**config.mk**
```make
export PLATFORM = sky130hd
export DESIGN_NAME = lif_scheduler
export DESIGN_NICKNAME = d
export VERILOG_FILES = /design/src/rtl/lif_scheduler.sv
export SDC_FILE = /design/constraint.sdc
export NUM_CORES = 1
export LEC_CHECK = 0
export CAP_MARGIN = 10
export CORE_MARGIN = 10
export CORE_UTILIZATION = 25
export CTS_BUF_LIST = sky130_fd_sc_hd__clkbuf_4
export DETAILED_ROUTE_END_ITERATION = 6
export HOLD_SLACK_MARGIN = 0.06
export SLEW_MARGIN = 30
export SYNTH_ARGS = -nofsm -noshare
export SYNTH_HDL_FRONTEND = slang
export SYNTH_SLANG_ARGS = --single-unit
```
**constraint.sdc**
```tcl
create_clock -name clk -period 6 [get_ports clk]
set_input_delay 1.2 -clock clk [delete_from_list [all_inputs] [get_ports clk]]
set_output_delay 1.2 -clock clk [all_outputs]
set_load 0.02 [all_outputs]
```
**src/rtl/lif_scheduler.sv**
```systemverilog
// lif_scheduler: time-multiplexed leaky integrate-and-fire controller.
// Holds the membrane state of N_NEURONS neurons and runs them one at a time
// through a single leak/integrate/fire datapath on every accepted tick.
// Spike IDs leave in ascending order over a one-deep valid/ready port.
//
// Ports:
//   clk, reset    rising-edge clock, synchronous active-high reset
//   tick          start a pass (accepted in IDLE only)
//   thr           firing threshold, captured on an accepted tick
//   cur_idx       neuron whose current is wanted (scan index in SCAN, else 0)
//   cur_in        current for cur_idx, combinational from an external mux
//   spike_valid   spike event pending
//   spike_id      ID of the pending spike
//   spike_ready   consumer accepts the pending spike
//   busy          pass in progress (SCAN or DONE)
//   done          one-cycle pulse when a pass completes
//   overrun       sticky: tick arrived while busy
//   rd_sel        state readback select
//   rd_state      registered state[rd_sel], 0 when out of range
module lif_scheduler #(
    parameter int N_NEURONS  = 4,
    parameter int STATE_W    = 8,
    parameter int CUR_W      = 12,
    parameter int LEAK_SHIFT = 1,
    localparam int IW        = $clog2(N_NEURONS)
) (
    input  logic               clk,
    input  logic               reset,
    input  logic               tick,
    input  logic [STATE_W-1:0] thr,
    output logic [IW-1:0]      cur_idx,
    input  logic [CUR_W-1:0]   cur_in,
    output logic               spike_valid,
    output logic [IW-1:0]      spike_id,
    input  logic               spike_ready,
    output logic               busy,
    output logic               done,
    output logic               overrun,
    input  logic [IW-1:0]      rd_sel,
    output logic [STATE_W-1:0] rd_state
);
    // One extra bit over the wider operand so the add never wraps.
    localparam int SUM_W = ((STATE_W > CUR_W) ? STATE_W : CUR_W) + 1;
    localparam logic [SUM_W-1:0] SAT_MAX = {{(SUM_W-STATE_W){1'b0}}, {STATE_W{1'b1}}};

    typedef enum logic [1:0] {IDLE, SCAN, DONE} fsm_t;
    fsm_t fsm, fsm_nxt;

    logic [N_NEURONS-1:0][STATE_W-1:0] mem;
    logic [STATE_W-1:0] thr_q;
    logic [IW-1:0]      idx;

    logic [STATE_W-1:0] s, decayed, sat;
    logic [SUM_W-1:0]   sum;
    logic               stall, commit, fire, last;

    // A held spike blocks the datapath so events are never dropped and
    // stay in ID order.
    assign stall  = spike_valid & ~spike_ready;
    assign commit = (fsm == SCAN) & ~stall;
    assign last   = (idx == IW'(N_NEURONS - 1));

    assign s       = mem[idx];
    assign decayed = s - (s >> LEAK_SHIFT);
    assign sum     = SUM_W'(decayed) + SUM_W'(cur_in);
    assign sat     = (sum > SAT_MAX) ? {STATE_W{1'b1}} : sum[STATE_W-1:0];
    assign fire    = (sat >= thr_q);

    assign busy    = (fsm != IDLE);
    assign cur_idx = (fsm == SCAN) ? idx : '0;

    always_ff @(posedge clk) begin
        if (reset) fsm <= IDLE;
        else       fsm <= fsm_nxt;
    end

    always_comb begin
        fsm_nxt = fsm;
        done    = 1'b0;
        case (fsm)
            IDLE: if (tick) fsm_nxt = SCAN;
            SCAN: if (commit && last) fsm_nxt = DONE;
            DONE: if (!stall) begin
                done    = 1'b1;
                fsm_nxt = IDLE;
            end
            default: fsm_nxt = IDLE;
        endcase
    end

    always_ff @(posedge clk) begin
        if (reset) begin
            mem         <= '0;
            thr_q       <= '0;
            idx         <= '0;
            spike_valid <= 1'b0;
            spike_id    <= '0;
            overrun     <= 1'b0;
            rd_state    <= '0;
        end else begin
            if (fsm == IDLE && tick) begin
                thr_q <= thr;
                idx   <= '0;
            end
            if (commit) begin
                mem[idx] <= fire ? '0 : sat;
                if (!last) idx <= idx + 1'b1;
            end
            // A new spike on a transfer cycle reloads the slot directly.
            if (commit && fire) begin
                spike_valid <= 1'b1;
                spike_id    <= idx;
            end else if (spike_valid && spike_ready) begin
                spike_valid <= 1'b0;
            end
            if (tick && fsm != IDLE) overrun <= 1'b1;
            rd_state <= (int'(rd_sel) < N_NEURONS) ? mem[rd_sel] : '0;
        end
    end
endmodule
```
Yosys cells after proc, flatten, opt, wreduce, memory -nomap -nowiden
Cells that the tools add are included.

operators by class
  div/mod/pow operators = 0
  add/sub/neg operators = 3
  bitwise operators = 4
  $lt $le $gt $ge = 5
  eq/ne operators = 6
  shift-type cells = 0
  reduce and logical (&&, ||, !) cells = 10
  multipliers = 0
  mux-type cells = 21

operators with widths
  operator                                                        count
  2-to-1 mux 8 bit                                                5
  binary-select mux 8 bit (select 2 bit)                          2
  bitwise mux 32 bit                                              1
  demux 8 bit (select 2 bit)                                      1
  2-to-1 mux 2 bit                                                7
  adder 8 x 12 -> 13 bit                                          1
  greater-than comparator 13 x 8 -> 1 bit, second input constant  1
  >= comparator 8 bit                                             1
  subtractor 8 x 7 -> 8 bit                                       1
  logical AND 1 bit                                               6
  < comparator 2 x 3 -> 1 bit, second input constant              2
  one-hot mux 2 bit (3 select lines)                              1
  equality test 2 bit, second input constant                      2
  2-to-1 mux 1 bit                                                4
  inequality test 2 bit, second input constant                    2
  nonzero test 2 bit                                              2
  AND reduction 3 bit                                             1
  adder 2 x 1 -> 2 bit, second input constant                     1
  bitwise AND 1 bit                                               2
  equality test 2 x 1 -> 1 bit, second input constant             1
  >= comparator 2 x 1 -> 1 bit, second input constant             1
  zero test 2 bit                                                 1
  inequality test 2 x 1 -> 1 bit, second input constant           1
  inverter 1 bit                                                  2

storage, ports and cells
  flip-flop bits (word level) = 56
  bits in writable memories = 0
  bits in latches = 0
  ROM bits = 0
  logic and storage cells = 60
  memories = 0

Depth between registers and ports, before layout
Gate-level depths: netlist of the first run.

  depth in word-level cells = 9
  mapped depth = 26

Least setup slack after synthesis of the first run
Ideal clock, no wire load.

  path type = register to register
  start = register idx[0]
  end = register mem[1] in the netlist's numbering
  setup slack = 0.127 ns
  data required time = 5.883 ns
  cell stages (with the launch flop) = 24
  buffers on the path = 2
  arrival time = 5.756 ns
  cell sequence = dfxtp_1 > buf_1 > mux4_2 > ha_1 > fa_1 > nor2b_1 > o21ai_0 > nand2b_1 > a21o_1 > a21oi_1 > xnor2_1 > ha_1 > clkbuf_8 > a211oi_1 > nor2_1 > a21oi_1 > xor2_2 > nand4_1 > ha_1 > a21o_1 > a21oi_1 > o31ai_1 > nor3_1 > a22o_2

between the ends
  word-level cells in the longest chain between the ends = 9
  elaborated cells on any way between the ends = 14

RTL lines
  item                                     line  RTL
  start: declaration                       51    logic [IW-1:0] idx;
  start signal: assignment                 107   if (!last) idx <= idx + 1'b1;
  binary-select mux 8 bit (select 2 bit)   63    assign s = mem[idx];
  2-to-1 mux 8 bit (not written as such)   63
  subtractor 8 x 7 -> 8 bit                64    assign decayed = s - (s >> LEAK_SHIFT);
  adder 8 x 12 -> 13 bit                   65    assign sum = SUM_W'(decayed) + SUM_W'(cur_in);
  greater-than comparator 13 x 8 -> 1 bit  66    assign sat = (sum > SAT_MAX) ? {STATE_W{1'b1}} : sum[STATE_W-1:0];
  2-to-1 mux 8 bit                         66
  >= comparator 8 bit                      67    assign fire = (sat >= thr_q);
  2-to-1 mux 8 bit                         106   mem[idx] <= fire ? '0 : sat;
  bitwise mux 32 bit (*)                   106
  end signal: indexed assignment           106
  end: declaration                         49    logic [N_NEURONS-1:0][STATE_W-1:0] mem;

Every way passes the cells marked *; elsewhere a longest branch is shown, timed or not. The select of a mux whose other input is x is not followed.
A chain may end at the register's enable or synchronous reset.

Final worst setup path of the first run
  start = register idx[0]
  end = register mem[23] in the netlist's numbering

Same word-level chain as after synthesis.

==> flow_metrics.py, run 1 <==
metrics = {
    "run": {
        "cap_violations": 0,
    },
    "sta": {
        "skew_ns": 0.0126,
        "slew_violations": 0,
        "period_minus_slack_ns": 5.43,
        "finalSetupViolations": 0,
        "fmax_mhz": 184,
        "grt_setup_unrepaired": "no",
        "tightestPinTransition_ns": 0.806,
        "setup_tns_ns": 0,
        "report.final.hold_viol_count": 0,
        "fin_ws_ns": 0.566,
        "slew_headroom": 0.463,
        "holdWs_ns": 0.466,
        "period_share": 0.906,
    },
    "layout": {
        "mostFrequentLayoutCell": "dfxtp_1",
        "final_cell_mix": "55 x dfxtp_1, 41 x clkdlybuf4s50_1, 29 x nand2_1",
        "nets": 451,
        "area_delta_synth_final_pct": 25.5,
        "drive_above_1_share": 0.179,
        "nFillCells": 1402,
        "antenna_cells": 0,
    },
    "power": {
        "pwr_density_cell_nw_per_um2": 243,
        "vdd_ir_drop_max_mv": 0.0871,
        "p_leak_nw": 1.60,
    },
    "yosys": {
        "syn_inst": 333,
        "netlist-cell-type-count": 49,
        "synth_area_per_cell_um2": 10.0,
        "ys_seq_area_frac": 0.336,
        "synth_edf_count": 0,
        "netlist_area_um2": 3330,
        "synth_fp_nets": 389,
        "ys.flop_type": "dfxtp_1",
        "async_flop_share": 0,
        "yosys_warnings": 0,
        "ys_ff_latch": 56,
    },
    "grt": {
        "grt_max_degree": 35,
        "grt_pass1_vias": 2848,
        "grt_overflow": 0,
        "use_met3": 0.0256,
        "grt_use_total": 0.0937,
        "grtUsageMet1": 0.121,
        "grt_antenna_before_repair": 0,
        "use_met2": 0.148,
        "top_usage_layer": "met2",
        "grt_pass1_wl_um": 14100,
    },
    "die": {
        "num_rows": 42,
        "start_util": 0.254,
        "die_area_um2": 18400,
        "die_h_um": 135,
        "core_area_um2": 13100,
        "die_x_um": 135,
        "ioPinCount": 42,
    },
    "clocking": {
        "cts_tree": "built",
        "cts_max_path_buffers": 2,
        "cts.clk_slew.worst_paths_ns": 0.17,
        "clk-insertion-delay-late_ns": 0.40,
        "root_buffer": "clkbuf_4",
        "ctsHoldBuffers": 0,
        "cts.sinks": 56,
        "htreeDepth": 2,
        "cts_buffers": 5,
    },
    "worst_setup_path": {
        "rr_worst_depth": 24,
        "worst-setup-path-type": "reg2reg",
        "path_max_fanout": 8,
        "crit_arrival_ns": 5.78,
        "worst-path-stages": 24,
        "start_kind": "flop",
        "critPathBufInv": 2,
        "worstPathCellList": "mux4_2, ha_1, fa_1, nor2b_1, o21ai_0, nand2b_1, a21o_1, a21oi_1, xnor2_1, ha_1, a211oi_1, nor2_1, a21oi_1, xor2_2, buf_4, nand4_1, ha_1, nand3_1, nor2_1, a211oi_1, o31ai_4, nor3_2, buf_4, a22o_1",
        "crit_family": "compound AO/OA/AOI/OAI gates",
        "rrSetupSlack_ns": 0.57,
        "endpoint_kind": "flop",
        "worstPathRequired_ns": 6.34,
        "slowest_delay_ns": 0.55,
        "timing.rr.end": "mem[23]",
        "r2r_start": "idx[0]",
        "crit_top_cell": "ha_1",
        "crit_slowest_cell": "mux4_2",
    },
    "place": {
        "hpwlAfterDp_um": 6720,
        "post-place-ws_ns": 0.242,
        "io_buffers": 41,
        "gp_congestion": 0.880,
    },
    "min_path": {
        "holdPathEnd": "thr_q[1]",
        "worst_hold_startpoint": "thr_q[1]",
        "worst_hold_path.num_cells": 2,
        "hold_path.class": "reg2reg",
    },
    "routing": {
        "initialDrtViolationCount": 163,
        "drt-total-wl_um": 8520,
        "via_count": 2720,
        "ant_nets": 0,
        "wl_per_cell_um": 14.9,
        "drc": 0,
        "first_pass_iters": 4,
        "vias_per_cell": 4.76,
    },
    "run_status": {
        "status": "complete, no violations",
    },
}
==> registers in the layout (all words and copies together), names as in the netlist <==
| register | flops |
|---|---|
| mem | 32 |
| rd_state | 8 |
| overrun | 1 |
| spike_valid | 1 |
| idx | 2 |
| thr_q | 8 |
| fsm | 2 |
| spike_id | 2 |
==> cells in the mapped netlist, types with 2 or more instances <==
| cell type | instances | area (um2) |
|---|---|---|
| a21oi_2 | 2 | 17.5 |
| mux2i_1 | 2 | 20.0 |
| xnor2_1 | 8 | 70.1 |
| and2_1 | 4 | 25.0 |
| a21oi_1 | 28 | 140 |
| fa_1 | 2 | 40.0 |
| o21ai_1 | 2 | 10.0 |
| nand4b_1 | 3 | 26.3 |
| dfxtp_1 | 56 | 1120 |
| nand2b_1 | 5 | 31.3 |
| ha_1 | 28 | 350 |
| xor2_1 | 4 | 35.0 |
| nand4_2 | 2 | 25.0 |
| nor2b_1 | 14 | 87.6 |
| inv_1 | 27 | 101 |
| nor3_1 | 5 | 25.0 |
| mux4_2 | 16 | 360 |
| a22o_1 | 28 | 245 |
| a211oi_1 | 2 | 15.0 |
| nand2_1 | 29 | 109 |
| nor3_2 | 3 | 30.0 |
| a21o_1 | 5 | 37.5 |
| a22o_2 | 4 | 40.0 |
| nor2_1 | 11 | 41.3 |
| o21ai_0 | 6 | 30.0 |
| nand4_1 | 6 | 37.5 |
| clkbuf_1 | 9 | 33.8 |
==> layer usage <==
layer  share of wire  vias up
met5               0        -
met4           0.018        0
met3           0.069       14
met2            0.45       88
met1            0.46     1279
li1                -     1339
==> what timing repair did <==
action                     4_1_cts  5_1_grt
setup buffers                    0        2
setup endpoints to repair        0       35
resized for setup                0        4
==> cells by family after synthesis <==
| group | after synthesis | share of synthesized area |
|---|---|---|
| AO/OA/AOI/OAI | 90 | 0.199 |
| AND/OR/NAND/NOR | 87 | 0.143 |
| flip-flops | 56 | 0.336 |
| buffers and inverters | 38 | 0.0458 |
| adder cells (fa/ha/maj) | 30 | 0.117 |
| multiplexers | 18 | 0.114 |
| XOR/XNOR | 14 | 0.0447 |
==> area by class of cell <==
| cell class | instances | area (um2) | area share |
|---|---|---|---|
| inverters | 27 | 101 | 0.0242 |
| repair buffers | 66 | 598 | 0.143 |
| clock buffers | 5 | 37.5 | 0.00897 |
| well taps | 176 | 220 | 0.0526 |
| flip-flops and latches | 56 | 1120 | 0.269 |
| clock inverters | 3 | 21.3 | 0.00509 |
| multi-input cells | 239 | 2080 | 0.497 |
==> worst register-to-register path, delay by kind of cell, from the launching register on <==
kind                       cells  cell delay, ns
and+or+nand+nor                7            0.87
AOI/OAI and AO/OA              8            1.51
adders and majority gates      4            1.36
muxes                          1            0.55
xor gates and xnor gates       2            0.31
DFF                            1            0.45
buffers and inverters          2            0.34
==> worst max path at each step <==
stage	startpoint	end	slack [ns]
2_1_floorplan	idx[0]	mem[1]	0.13
6_report	idx[0]	mem[23]	0.57
4_1_cts	idx[0]	mem[27]	0.19
3_5_place_dp	idx[0]	mem[27]	0.24
3_3_place_gp	idx[0]	mem[25]	0.07
5_1_grt	idx[1]	mem[23]	0.03
==> where the power goes <==
part	internal (mW)	total [mW]	switching (mW)
logic	0.206	0.452	0.246
clock network	0.0467	0.172	0.125
registers	0.383	0.393	0.00933
total	0.636	1.02	0.381
==> through the flow <==
| step | area, um2 | util | total power [mW] | std cells |
|---|---|---|---|---|
| detailed placement | 4090 | 0.311 | 0.844 | 562 |
| global route | 4180 | 0.318 | 1.09 | 572 |
| CTS | 4150 | 0.316 | 1.02 | 570 |
| floorplan | 3330 | - | 0.709 | 333 |
| global placement | 4090 | 0.311 | 0.836 | 562 |
| finish | 4180 | 0.318 | 1.02 | 572 |
Power figures use the tool's default switching activity.
==> inputs of run 2 (changes only) <==
--- a/config.mk
+++ b/config.mk
@@ -6,11 +6,13 @@
 export NUM_CORES = 1
 export LEC_CHECK = 0
 export CAP_MARGIN = 10
+export CORE_ASPECT_RATIO = 2
 export CORE_MARGIN = 10
-export CORE_UTILIZATION = 25
+export CORE_UTILIZATION = 52
 export CTS_BUF_LIST = sky130_fd_sc_hd__clkbuf_4
 export DETAILED_ROUTE_END_ITERATION = 6
 export HOLD_SLACK_MARGIN = 0.06
+export PLACE_DENSITY = 0.79
 export SLEW_MARGIN = 30
 export SYNTH_ARGS = -nofsm -noshare
 export SYNTH_HDL_FRONTEND = slang
==> run 2 against run 1 <==
- global-route usage grew 6.6 points
- largest cell class unchanged
- worst setup slack lost 0.30 ns
- critical path type unchanged
- clock power is essentially flat
==> flow_metrics.py, run 2 (synthesis gave the netlist of run 1 again) <==
metrics = {
    "routing": {
        "ant_nets": 0,
        "initialDrtViolationCount": 98,
        "drc": 0,
        "vias_per_cell": 5.74,
        "drt-total-wl_um": 8060,
        "wl_per_cell_um": 17.0,
        "via_count": 2728,
        "first_pass_iters": 4,
    },
    "power": {
        "pwr_density_cell_nw_per_um2": 249,
        "vdd_ir_drop_max_mv": 0.163,
        "power_mw": 0.998,
        "p_leak_nw": 1.56,
    },
    "sta": {
        "skew_ns": 0.00821,
        "period_minus_slack_ns": 5.73,
        "setup_tns_ns": 0,
        "slew_headroom": 0.454,
        "tightestPinTransition_ns": 0.820,
        "slew_violations": 0,
        "report.final.hold_viol_count": 0,
        "finalSetupViolations": 0,
        "period_share": 0.956,
        "fmax_mhz": 174,
    },
    "worst_setup_path": {
        "endpoint_kind": "flop",
        "worstPathRequired_ns": 6.36,
        "crit_arrival_ns": 6.09,
        "worst-setup-path-type": "reg2reg",
        "rrSetupSlack_ns": 0.27,
        "start_kind": "flop",
        "r2r_start": "idx[0]",
        "path_max_fanout": 10,
        "rr_worst_depth": 26,
        "timing.rr.end": "mem[2]",
    },
    "place": {
        "hpwlAfterDp_um": 6530,
        "placed_cell_area_um2": 3890,
        "gp_congestion": 0.891,
        "io_buffers": 41,
    },
    "min_path": {
        "holdPathEnd": "thr_q[7]",
        "worst_hold_path.num_cells": 2,
        "worst_hold_startpoint": "thr_q[7]",
        "hold_path.class": "reg2reg",
    },
    "layout": {
        "antenna_cells": 0,
        "final_cell_mix": "55 x dfxtp_1, 41 x clkdlybuf4s50_1, 29 x nand2_1, 28 x a22o_1, 28 x ha_1",
        "top_register": "mem",
        "top_regs": "mem (32), rd_state (8), thr_q (8)",
        "final_area_um2": 4000,
        "drive_above_1_share": 0.165,
        "mostFrequentLayoutCell": "dfxtp_1",
        "largest_register_ff_count": 32,
        "nets": 444,
        "area_delta_synth_final_pct": 20.0,
    },
    "run": {
        "cap_violations": 0,
    },
    "grt": {
        "grt_antenna_before_repair": 0,
        "grt_pass1_vias": 2928,
        "grt_max_degree": 19,
        "grt_overflow": 0,
        "grt_pass1_wl_um": 13400,
        "grt_use_total": 0.160,
    },
    "clocking": {
        "clk-insertion-delay-late_ns": 0.41,
        "cts.clk_slew.worst_paths_ns": 0.16,
        "cts_buffers": 5,
        "htreeDepth": 2,
        "cts_max_path_buffers": 2,
        "cts.sinks": 56,
        "cts_tree": "built",
        "root_buffer": "clkbuf_4",
    },
    "run_status": {
        "status": "complete, no violations",
    },
    "die": {
        "core_area_um2": 6260,
        "start_util": 0.533,
        "die_h_um": 133,
        "die_area_um2": 10200,
        "num_rows": 41,
        "die_x_um": 76.6,
        "ioPinCount": 42,
    },
}
run 2: through the flow:
step / hold WS, ns / setup WS, ns / cells / utilization
2_1_floorplan: 0.436 / 0.127 / 333 / -
3_3_place_gp: 0.442 / 0.354 / 461 / 0.622
3_5_place_dp: 0.448 / 0.254 / 461 / 0.622
4_1_cts: 0.468 / 0.203 / 469 / 0.631
5_1_grt: 0.494 / -0.0486 / 475 / 0.639
6_report: 0.466 / 0.265 / 475 / 0.639
run 2: critical path, cell delays in order, from the launching register on:
cell and delay (ns):
dfxtp_2 0.43, buf_4 0.23, mux4_2 0.53, inv_1 0.08, ha_1 0.26, nor2b_1 0.15, o21ai_0 0.14, nand2b_1 0.11
a21o_1 0.19, a21oi_1 0.17, xnor2_1 0.09, ha_1 0.42, nand4_1 0.21, o41a_2 0.51, o21ai_0 0.19, a21oi_4 0.11
nand4b_1 0.26, inv_1 0.08, ha_1 0.26, nand2b_1 0.14, a21o_1 0.18, a21oi_1 0.18, o31ai_1 0.10, buf_4 0.18
nor3_1 0.14, buf_4 0.21, a22o_1 0.14
run 2: layout make-up:
cell class                      count  area [um2]
Clock inverter                      3        22.5
Multi-Input combinational cell    239        2060
Sequential cell                    56        1120
Inverter                           27         101
Timing Repair Buffer               59         546
Tap cell                           86         108
Clock buffer                        5        37.5
Fill cell                         538        2260
run 2: timing repair:
| item | 4_1_cts | 5_1_grt |
|---|---|---|
| buffers inserted | 0 | 6 |
| resized for setup | 0 | 2 |
| hold buffers | 0 | 0 |
| endpoints found under the setup margin | 0 | 35 |
run 2: how the worst max path moves through the flow:
stage,start,endpoint,slack (ns)
finish,idx[0],mem[2],0.27
global route,idx[0],mem[2],-0.05
CTS,idx[0],mem[2],0.20
detailed placement,idx[0],mem[1],0.25
global placement,idx[0],mem[1],0.35
floorplan,idx[0],mem[1],0.13
run 2: power by group:
part / switching [mW] / internal [mW]
registers: 0.00778 / 0.384
clock network: 0.126 / 0.0475
logic: 0.243 / 0.190
run 2: routing by layer:
layer | GRT usage | wire, um | up-vias
li1 | - | - | 1322
met1 | 0.137 | 2800 | 1307
met2 | 0.318 | 4680 | 78
met3 | 0.0330 | 302 | 21
met4 | 0.0988 | 282 | 0
met5 | 0 | 0 | -
